## src/rtl/verifier_sumcheck_round_pkg.sv

```systemverilog
`default_nettype none
// ----------------------------------------------------------------------------
// verifier_sumcheck_round_pkg : field constants, modular add, round FSM codes
// Rev 1.0
// ----------------------------------------------------------------------------
package verifier_sumcheck_round_pkg;

  localparam int F_NBITS = 31;
  localparam logic [F_NBITS-1:0] F_Q = 31'h7FFF_FFFF;

  typedef logic [F_NBITS-1:0] felem_t;

  localparam logic [1:0] ST_IDLE  = 2'd0;
  localparam logic [1:0] ST_RECV  = 2'd1;
  localparam logic [1:0] ST_MUL   = 2'd2;
  localparam logic [1:0] ST_CHECK = 2'd3;

  // Operands are already reduced, so one conditional subtract suffices.
  function automatic felem_t mod_add(input felem_t a, input felem_t b);
    logic [F_NBITS:0] s;
    s = {1'b0, a} + {1'b0, b};
    if (s >= {1'b0, F_Q}) s = s - {1'b0, F_Q};
    return s[F_NBITS-1:0];
  endfunction

endpackage
`default_nettype wire

```

## src/rtl/verifier_sumcheck_round_field_multiplier.sv

```systemverilog
`default_nettype none
// ----------------------------------------------------------------------------
// verifier_sumcheck_round_field_multiplier : bit-serial mod-F_Q multiplier
// Rev 1.0
// ----------------------------------------------------------------------------
module verifier_sumcheck_round_field_multiplier
  import verifier_sumcheck_round_pkg::*;
(
  input  logic               clk,
  input  logic               rstb,
  input  logic               en,
  input  logic [F_NBITS-1:0] a,
  input  logic [F_NBITS-1:0] b,
  output logic               ready,
  output logic               ready_pulse,
  output logic [F_NBITS-1:0] c
);

  localparam int CNT_W = $clog2(F_NBITS);
  localparam logic [CNT_W-1:0] CNT_LAST = CNT_W'(F_NBITS - 1);

  logic               busy_q;
  logic               pulse_q;
  logic [CNT_W-1:0]   cnt_q;
  logic [F_NBITS-1:0] a_q;
  logic [F_NBITS-1:0] b_q;
  logic [F_NBITS-1:0] res_q;
  logic [F_NBITS-1:0] w_dbl;
  logic [F_NBITS-1:0] w_step;

  // MSB-first double-and-add; every partial result stays reduced.
  assign w_dbl  = mod_add(res_q, res_q);
  assign w_step = b_q[F_NBITS-1] ? mod_add(w_dbl, a_q) : w_dbl;

  always_ff @(posedge clk or negedge rstb) begin
    if (!rstb) begin
      busy_q  <= 1'b0;
      pulse_q <= 1'b0;
      cnt_q   <= '0;
      a_q     <= '0;
      b_q     <= '0;
      res_q   <= '0;
    end else begin
      pulse_q <= 1'b0;
      if (!busy_q) begin
        if (en) begin
          busy_q <= 1'b1;
          a_q    <= a;
          b_q    <= b;
          res_q  <= '0;
          cnt_q  <= CNT_LAST;
        end
      end else begin
        res_q <= w_step;
        b_q   <= {b_q[F_NBITS-2:0], 1'b0};
        cnt_q <= cnt_q - 1'b1;
        if (cnt_q == '0) begin
          busy_q  <= 1'b0;
          pulse_q <= 1'b1;
        end
      end
    end
  end

  assign ready       = ~busy_q;
  assign ready_pulse = pulse_q;
  assign c           = res_q;

endmodule
`default_nettype wire

```

## src/rtl/verifier_sumcheck_round.sv

```systemverilog
`default_nettype none
// ----------------------------------------------------------------------------
// verifier_sumcheck_round : checks h(0)+h(1) against the claim, next claim = h(tau)
// Rev 1.0
// ----------------------------------------------------------------------------
module verifier_sumcheck_round
  import verifier_sumcheck_round_pkg::*;
#(
  parameter int degree     = 2,
  parameter int nRounds    = 6,
  parameter int nRoundBits = $clog2(nRounds + 1)
) (
  input  logic                  clk,
  input  logic                  rstb,
  input  logic                  en,
  input  logic                  restart,
  input  logic [F_NBITS-1:0]    claim_in,
  input  logic [F_NBITS-1:0]    tau,
  input  logic [F_NBITS-1:0]    coeff_in,
  input  logic                  coeff_valid,
  output logic                  coeff_ready,
  output logic [F_NBITS-1:0]    claim_out,
  output logic [nRoundBits-1:0] round_count,
  output logic                  pass_pulse,
  output logic                  fail,
  output logic                  layer_done,
  output logic                  ready,
  output logic                  ready_pulse
);

  localparam int K_W = $clog2(degree + 2);
  localparam logic [K_W-1:0]        K_LAST = K_W'(degree);
  localparam logic [nRoundBits-1:0] RC_MAX = nRoundBits'(nRounds);

  logic [1:0]            state_q, state_d;
  logic [K_W-1:0]        k_q, k_d;
  logic [F_NBITS-1:0]    acc_q, acc_d;
  logic [F_NBITS-1:0]    sum_q, sum_d;
  logic [F_NBITS-1:0]    chold_q, chold_d;
  logic [F_NBITS-1:0]    tau_q, tau_d;
  logic [F_NBITS-1:0]    claim_q, claim_d;
  logic [nRoundBits-1:0] rc_q, rc_d;
  logic                  fail_q, fail_d;
  logic                  pass_q, pass_d;
  logic                  en_dly_q;
  logic                  ready_dly_q;

  logic                  w_start;
  logic                  w_xfer;
  logic                  w_mul_en;
  logic                  w_mul_ready;
  logic                  w_mul_done;
  logic [F_NBITS-1:0]    w_mul_c;

  assign w_start     = en & ~en_dly_q;
  assign ready       = (state_q == ST_IDLE) & ~w_start;
  assign ready_pulse = ready & ~ready_dly_q;
  assign coeff_ready = (state_q == ST_RECV) & w_mul_ready;
  assign w_xfer      = coeff_valid & coeff_ready;

  always_comb begin
    state_d  = state_q;
    k_d      = k_q;
    acc_d    = acc_q;
    sum_d    = sum_q;
    chold_d  = chold_q;
    tau_d    = tau_q;
    claim_d  = claim_q;
    rc_d     = rc_q;
    fail_d   = fail_q;
    pass_d   = 1'b0;
    w_mul_en = 1'b0;
    case (state_q)
      ST_IDLE: begin
        if (w_start) begin
          tau_d   = tau;
          sum_d   = '0;
          k_d     = '0;
          state_d = ST_RECV;
          if (restart) begin
            claim_d = claim_in;
            rc_d    = '0;
            fail_d  = 1'b0;
          end
        end
      end
      ST_RECV: begin
        if (w_xfer) begin
          sum_d   = mod_add(sum_q, coeff_in);
          chold_d = coeff_in;
          if (k_q == '0) begin
            acc_d = coeff_in;
            k_d   = k_q + 1'b1;
          end else begin
            w_mul_en = 1'b1;
            state_d  = ST_MUL;
          end
        end
      end
      ST_MUL: begin
        // Horner step: acc = acc*tau + c_k, with c_k parked in chold.
        if (w_mul_done) begin
          acc_d   = mod_add(w_mul_c, chold_q);
          k_d     = k_q + 1'b1;
          state_d = (k_q == K_LAST) ? ST_CHECK : ST_RECV;
        end
      end
      ST_CHECK: begin
        // sum already holds every coefficient once; adding c_0 again gives h(0)+h(1).
        if (mod_add(sum_q, chold_q) == claim_q) pass_d = 1'b1;
        else                                     fail_d = 1'b1;
        claim_d = acc_q;
        if (rc_q != RC_MAX) rc_d = rc_q + 1'b1;
        state_d = ST_IDLE;
      end
      default: state_d = ST_IDLE;
    endcase
  end

  always_ff @(posedge clk or negedge rstb) begin
    if (!rstb) begin
      state_q     <= ST_IDLE;
      k_q         <= '0;
      acc_q       <= '0;
      sum_q       <= '0;
      chold_q     <= '0;
      tau_q       <= '0;
      claim_q     <= '0;
      rc_q        <= '0;
      fail_q      <= 1'b0;
      pass_q      <= 1'b0;
      en_dly_q    <= 1'b1;
      ready_dly_q <= 1'b1;
    end else begin
      state_q     <= state_d;
      k_q         <= k_d;
      acc_q       <= acc_d;
      sum_q       <= sum_d;
      chold_q     <= chold_d;
      tau_q       <= tau_d;
      claim_q     <= claim_d;
      rc_q        <= rc_d;
      fail_q      <= fail_d;
      pass_q      <= pass_d;
      en_dly_q    <= en;
      ready_dly_q <= ready;
    end
  end

  verifier_sumcheck_round_field_multiplier u_mul (
    .clk         (clk),
    .rstb        (rstb),
    .en          (w_mul_en),
    .a           (acc_q),
    .b           (tau_q),
    .ready       (w_mul_ready),
    .ready_pulse (w_mul_done),
    .c           (w_mul_c)
  );

  assign claim_out   = claim_q;
  assign round_count = rc_q;
  assign pass_pulse  = pass_q;
  assign fail        = fail_q;
  assign layer_done  = (rc_q == RC_MAX);

endmodule
`default_nettype wire
```

## config.mk

```make
export PLATFORM = sky130hd
export DESIGN_NAME = verifier_sumcheck_round
export DESIGN_NICKNAME = d
export VERILOG_FILES = /design/src/rtl/verifier_sumcheck_round_pkg.sv /design/src/rtl/verifier_sumcheck_round_field_multiplier.sv /design/src/rtl/verifier_sumcheck_round.sv
export SDC_FILE = /design/constraint.sdc
export NUM_CORES = 1
export LEC_CHECK = 0
export BUFFER_PORTS_ARGS = -buffer_cell sky130_fd_sc_hd__buf_2
export CAP_MARGIN = 30
export CELL_PAD_IN_SITES_DETAIL_PLACEMENT = 1
export CELL_PAD_IN_SITES_GLOBAL_PLACEMENT = 2
export CORE_ASPECT_RATIO = 1.5
export CORE_MARGIN = 1
export CORE_UTILIZATION = 38
export DETAILED_ROUTE_END_ITERATION = 16
export PLACE_DENSITY = 0.81
export SLEW_MARGIN = 20
export SYNTH_ARGS = -nofsm -noshare
export SYNTH_HDL_FRONTEND = slang
export SYNTH_HIERARCHICAL = 1
export SYNTH_SLANG_ARGS = --single-unit
```

## constraint.sdc

```tcl
create_clock -name clk -period 6.5 [get_ports clk]
set_input_delay 0 -clock clk [delete_from_list [all_inputs] [get_ports clk]]
set_output_delay 0 -clock clk [all_outputs]
set_load 0.005 [all_outputs]
```

==> results_dict.tcl <==
set metrics [dict create \
    cp_max_fo 17 \
    tightest_slew_ns 1.16 \
    cts-root-buf "clkbuf_16" \
    crit_arrival_ns 6.24 \
    n_antenna_cell 0 \
    dp_cells 3475 \
    dr.pass1.iters 5 \
    status "finished clean" \
    synth-warning-count 6 \
    syn_inst 2675 \
    cts_tree "done" \
    track_usage_pct 31.6 \
    critical_path_class "flop to flop" \
    postSynth.asyncResetShare_pct 100 \
    leakagePower_uw 0.0112 \
    final_max_slew_viol_count 0 \
    antenna_found_initial 0 \
    p_seq_share_pct 24.2 \
    cts_inserted_buffers 29 \
    multi_input_area_mm2 0.0145 \
    synth_edf_count 0 \
    syn_area_per_cell_um2 8.18 \
    utilization_pct 44.8 \
    cp-end-kind "flop" \
    fmaxAchievable_ghz 0.173 \
    fin_setup_tns_ns 0 \
    grt_pass1_vias 23504 \
    crit_path_start_kind "flop" \
    instances_no_fill 3654 \
    top_layer "met4" \
    whs_path_depth 2 \
    clock_skew_ns 0.0174 \
    routedWlPerCell_um 25.3 \
    cpMostUsedCell "a211oi_1" \
    worst_ir_drop_vdd_mv 0.250 \
    grt_pass1_wl_mm 141 \
    grt_max_degree 157 \
    min_period_over_period_pct 88.7 \
    r2r-end "fail" \
    synth_fp_nets 2915 \
    overflow 0 \
    clock_power_share_pct 12.1 \
    ctsLongestPathBuffers 3 \
    wl_met3_mm 3.11 \
    synth_seq_cells 266 \
    rrSetupSlack_ns 0.73 \
    wl_mm 92.3 \
    gp_congestion 0.958 \
    hold_path_end "en_dly_q" \
    ys_seq_area_share_pct 30.4 \
    die_h_um 296 \
    rows 107 \
    cts_resized 0 \
    setup_viol_count_final 0 \
    start_util_pct 38.5 \
    post-route-drc-count 0 \
    num_vias 21898 \
    fin_crit_ns 5.77 \
    netlist_area_mm2 0.0219 \
    routed-wl-met2_mm 49.0 \
    crit_buf_inv 1 \
    antenna_left 0 \
    area_growth_pct 16.5 \
    io_pins 138 \
    min_from "en" \
    ys.flop_type "dfrtp_1" \
    design.core.area_mm2 0.0569 \
    power_density_mw_per_mm2 553 \
    maxCapViolCount 0 \
    clock_latency_ns 0.60 \
    r2r-start "chold_q[5]" \
    dpl.hpwl_mm 72.4 \
    clock_sinks 266 \
    slew_headroom_pct 22.8 \
    drt_iter0_drc 1076 \
    num-fill-cells 6824 \
    pwr-share-comb_pct 63.7 \
    rsz0062_at_grt "false" \
    min_path_type "primary input to flop" \
    htreeDepth 1 \
    final_hold_viol_count 0 \
    nets 3110 \
    die_x_um 198 \
    critPathTopFamily "compound AO/OA/AOI/OAI gates" \
    dieArea_mm2 0.0586 \
    swShare_pct 53.0 \
    drive_gt1_share_pct 10.5 \
    slowest_delay_ns 0.73 \
    worstPathRequired_ns 6.97 \
    p_int_uw 6630 \
    switchingPower_uw 7470 \
    via_per_inst 5.99 \
    register_area_mm2 0.00666 \
    path_cells "ha_1 > inv_1 > a211oi_1 > o211a_1 > o21ai_0 > a211oi_1 > and3_1 > nand4b_2 > nor3_1 > a21o_2 > or3b_2 > mux2i_1 > nor4_1 > o2111a_1 > a211oi_1" \
    synth.distinct_cells 106 \
    met1_length_mm 33.9 \
    reg2reg_depth 15 \
    whs_ns 0.0770 \
    io_buffer_count 137 \
    p_total_uw 14100 \
    slowest_stage "a211oi_1" \
    clkSlewWorstSetupHoldPaths_ns 0.07 \
]
## timing repair
item,in CTS,in global routing
setup buffers,0,0
hold endpoints to repair,229,0
hold buffers,125,0
## how the worst max path moves through the flow
stage                      to        from  cells after the start  slack [ns]
floorplan           acc_q[29]  u_mul/c[0]                     16        1.83
global placement         fail  chold_q[5]                     15        0.86
detailed placement       fail  chold_q[5]                     15        0.76
CTS                      fail  chold_q[5]                     15        0.74
global route             fail  chold_q[5]                     15        0.42
finish                   fail  chold_q[5]                     15        0.73
## worst register-to-register path: stages, from the launching register on
cell	delay (ns)
dfrtp_1	0.48
ha_1	0.52
inv_1	0.20
a211oi_1	0.61
o211a_1	0.28
o21ai_0	0.18
a211oi_1	0.73
and3_1	0.42
nand4b_2	0.24
nor3_1	0.30
a21o_2	0.38
or3b_2	0.49
mux2i_1	0.14
nor4_1	0.24
o2111a_1	0.33
a211oi_1	0.11
## kinds of logic (layout without fill, tap and decap cells)
logic type / after synthesis / in the layout / synth area share (%)
AOI/OAI and AO/OA: 775 / 775 / 22.8
and+or+nand+nor: 1006 / 1006 / 22.2
adders and majority gates: 142 / 142 / 8.26
xor gates and xnor gates: 194 / 194 / 7.83
buffers and inverters: 185 / 401 / 3.35
DFF: 266 / 266 / 30.4
muxes: 107 / 107 / 5.07
## layout by cell type (no fill, tap or decap), drive strengths merged, types with 39 or more instances in the layout
cell type / instances
nand2: 416
dfrtp: 264
o21ai: 219
a21oi: 207
nor2: 173
buf: 160
ha: 138
dlygate4sd3: 125
xnor2: 114
nand3: 89
xor2: 79
mux2i: 76
a21o: 68
inv: 65
nor3: 51
and3: 45
nand4: 41
clkbuf: 39
## layer usage
layer  global-route usage [%]  up-vias
met2                     59.9      528
li1                         -    10110
met3                     3.12      259
met1                     33.0    11001
met4                     19.9        0
met5                        0        -
## state kept, by name, summed over array words and instances (netlist names), 2 cells and up
register     cells
acc_q           31
claim_out       31
k_q              2
chold_q         31
sum_q           31
tau_q           31
u_mul/a_q       31
state_q          2
round_count      3
u_mul/cnt_q      5
u_mul/c         31
u_mul/b_q       31
## final cells by class
type | instances | area share, %
multi-input combinational | 2224 | 57.0
sequential | 266 | 26.1
timing repair buffer | 286 | 8.43
tap | 763 | 3.75
clock buffer | 38 | 3.14
inverter | 63 | 0.928
clock inverter | 14 | 0.604
## through the flow
step           setup WS (ns)  instance area, um2
2_1_floorplan           1.83               21900
3_3_place_gp           0.860               23200
3_5_place_dp           0.762               23300
4_1_cts                0.739               25500
5_1_grt                0.424               25500
6_report               0.732               25500
## Yosys cell counts, types with 9 or more instances
master    number  share of area, %
a21boi_0      15              0.51
xor2_1        79               3.2
nand4b_1      10              0.40
nor4_1        22              0.63
a211o_1       10              0.40
inv_1         62               1.1
nor2_1       171               2.9
clkbuf_1      96               1.6
ha_1         138               7.9
nor2b_1       20              0.57
o211ai_1      16              0.55
a31oi_1       22              0.63
mux2_2        31               1.6
and3_1        45               1.3
a21o_1        67               2.3
a21oi_1      206               4.7
and2_1        25              0.71
buf_2          9              0.21
nor3b_1       12              0.41
nand4_1       41               1.2
o21ai_0      170               3.9
nand2b_1      25              0.71
or3_1         16              0.46
o22ai_1       11              0.31
dfrtp_1      264                30
o31ai_1       14              0.48
a211oi_1      31               1.1
mux2i_1       76               3.5
o21bai_1      14              0.48
o21ai_1       47               1.1
a22oi_1       31               1.1
xnor2_1      114               4.6
nand2_1      416               7.1
or2_2         13              0.37
o21a_1        25              0.86
buf_1         11              0.19
nor3_1        50               1.1
nand3_1       87               2.0
## power by group through the flow
| stage | clock network [uW] | logic (uW) | registers, uW |
|---|---|---|---|
| after floorplan | 0 | 6190 | 2810 |
| after global placement | 0 | 8420 | 3380 |
| after detailed placement | 0 | 8650 | 3410 |
| after CTS | 1730 | 8890 | 3380 |
| after global routing | 1790 | 9790 | 3460 |
| final | 1700 | 8990 | 3410 |
(Power assumes the default switching activity.)
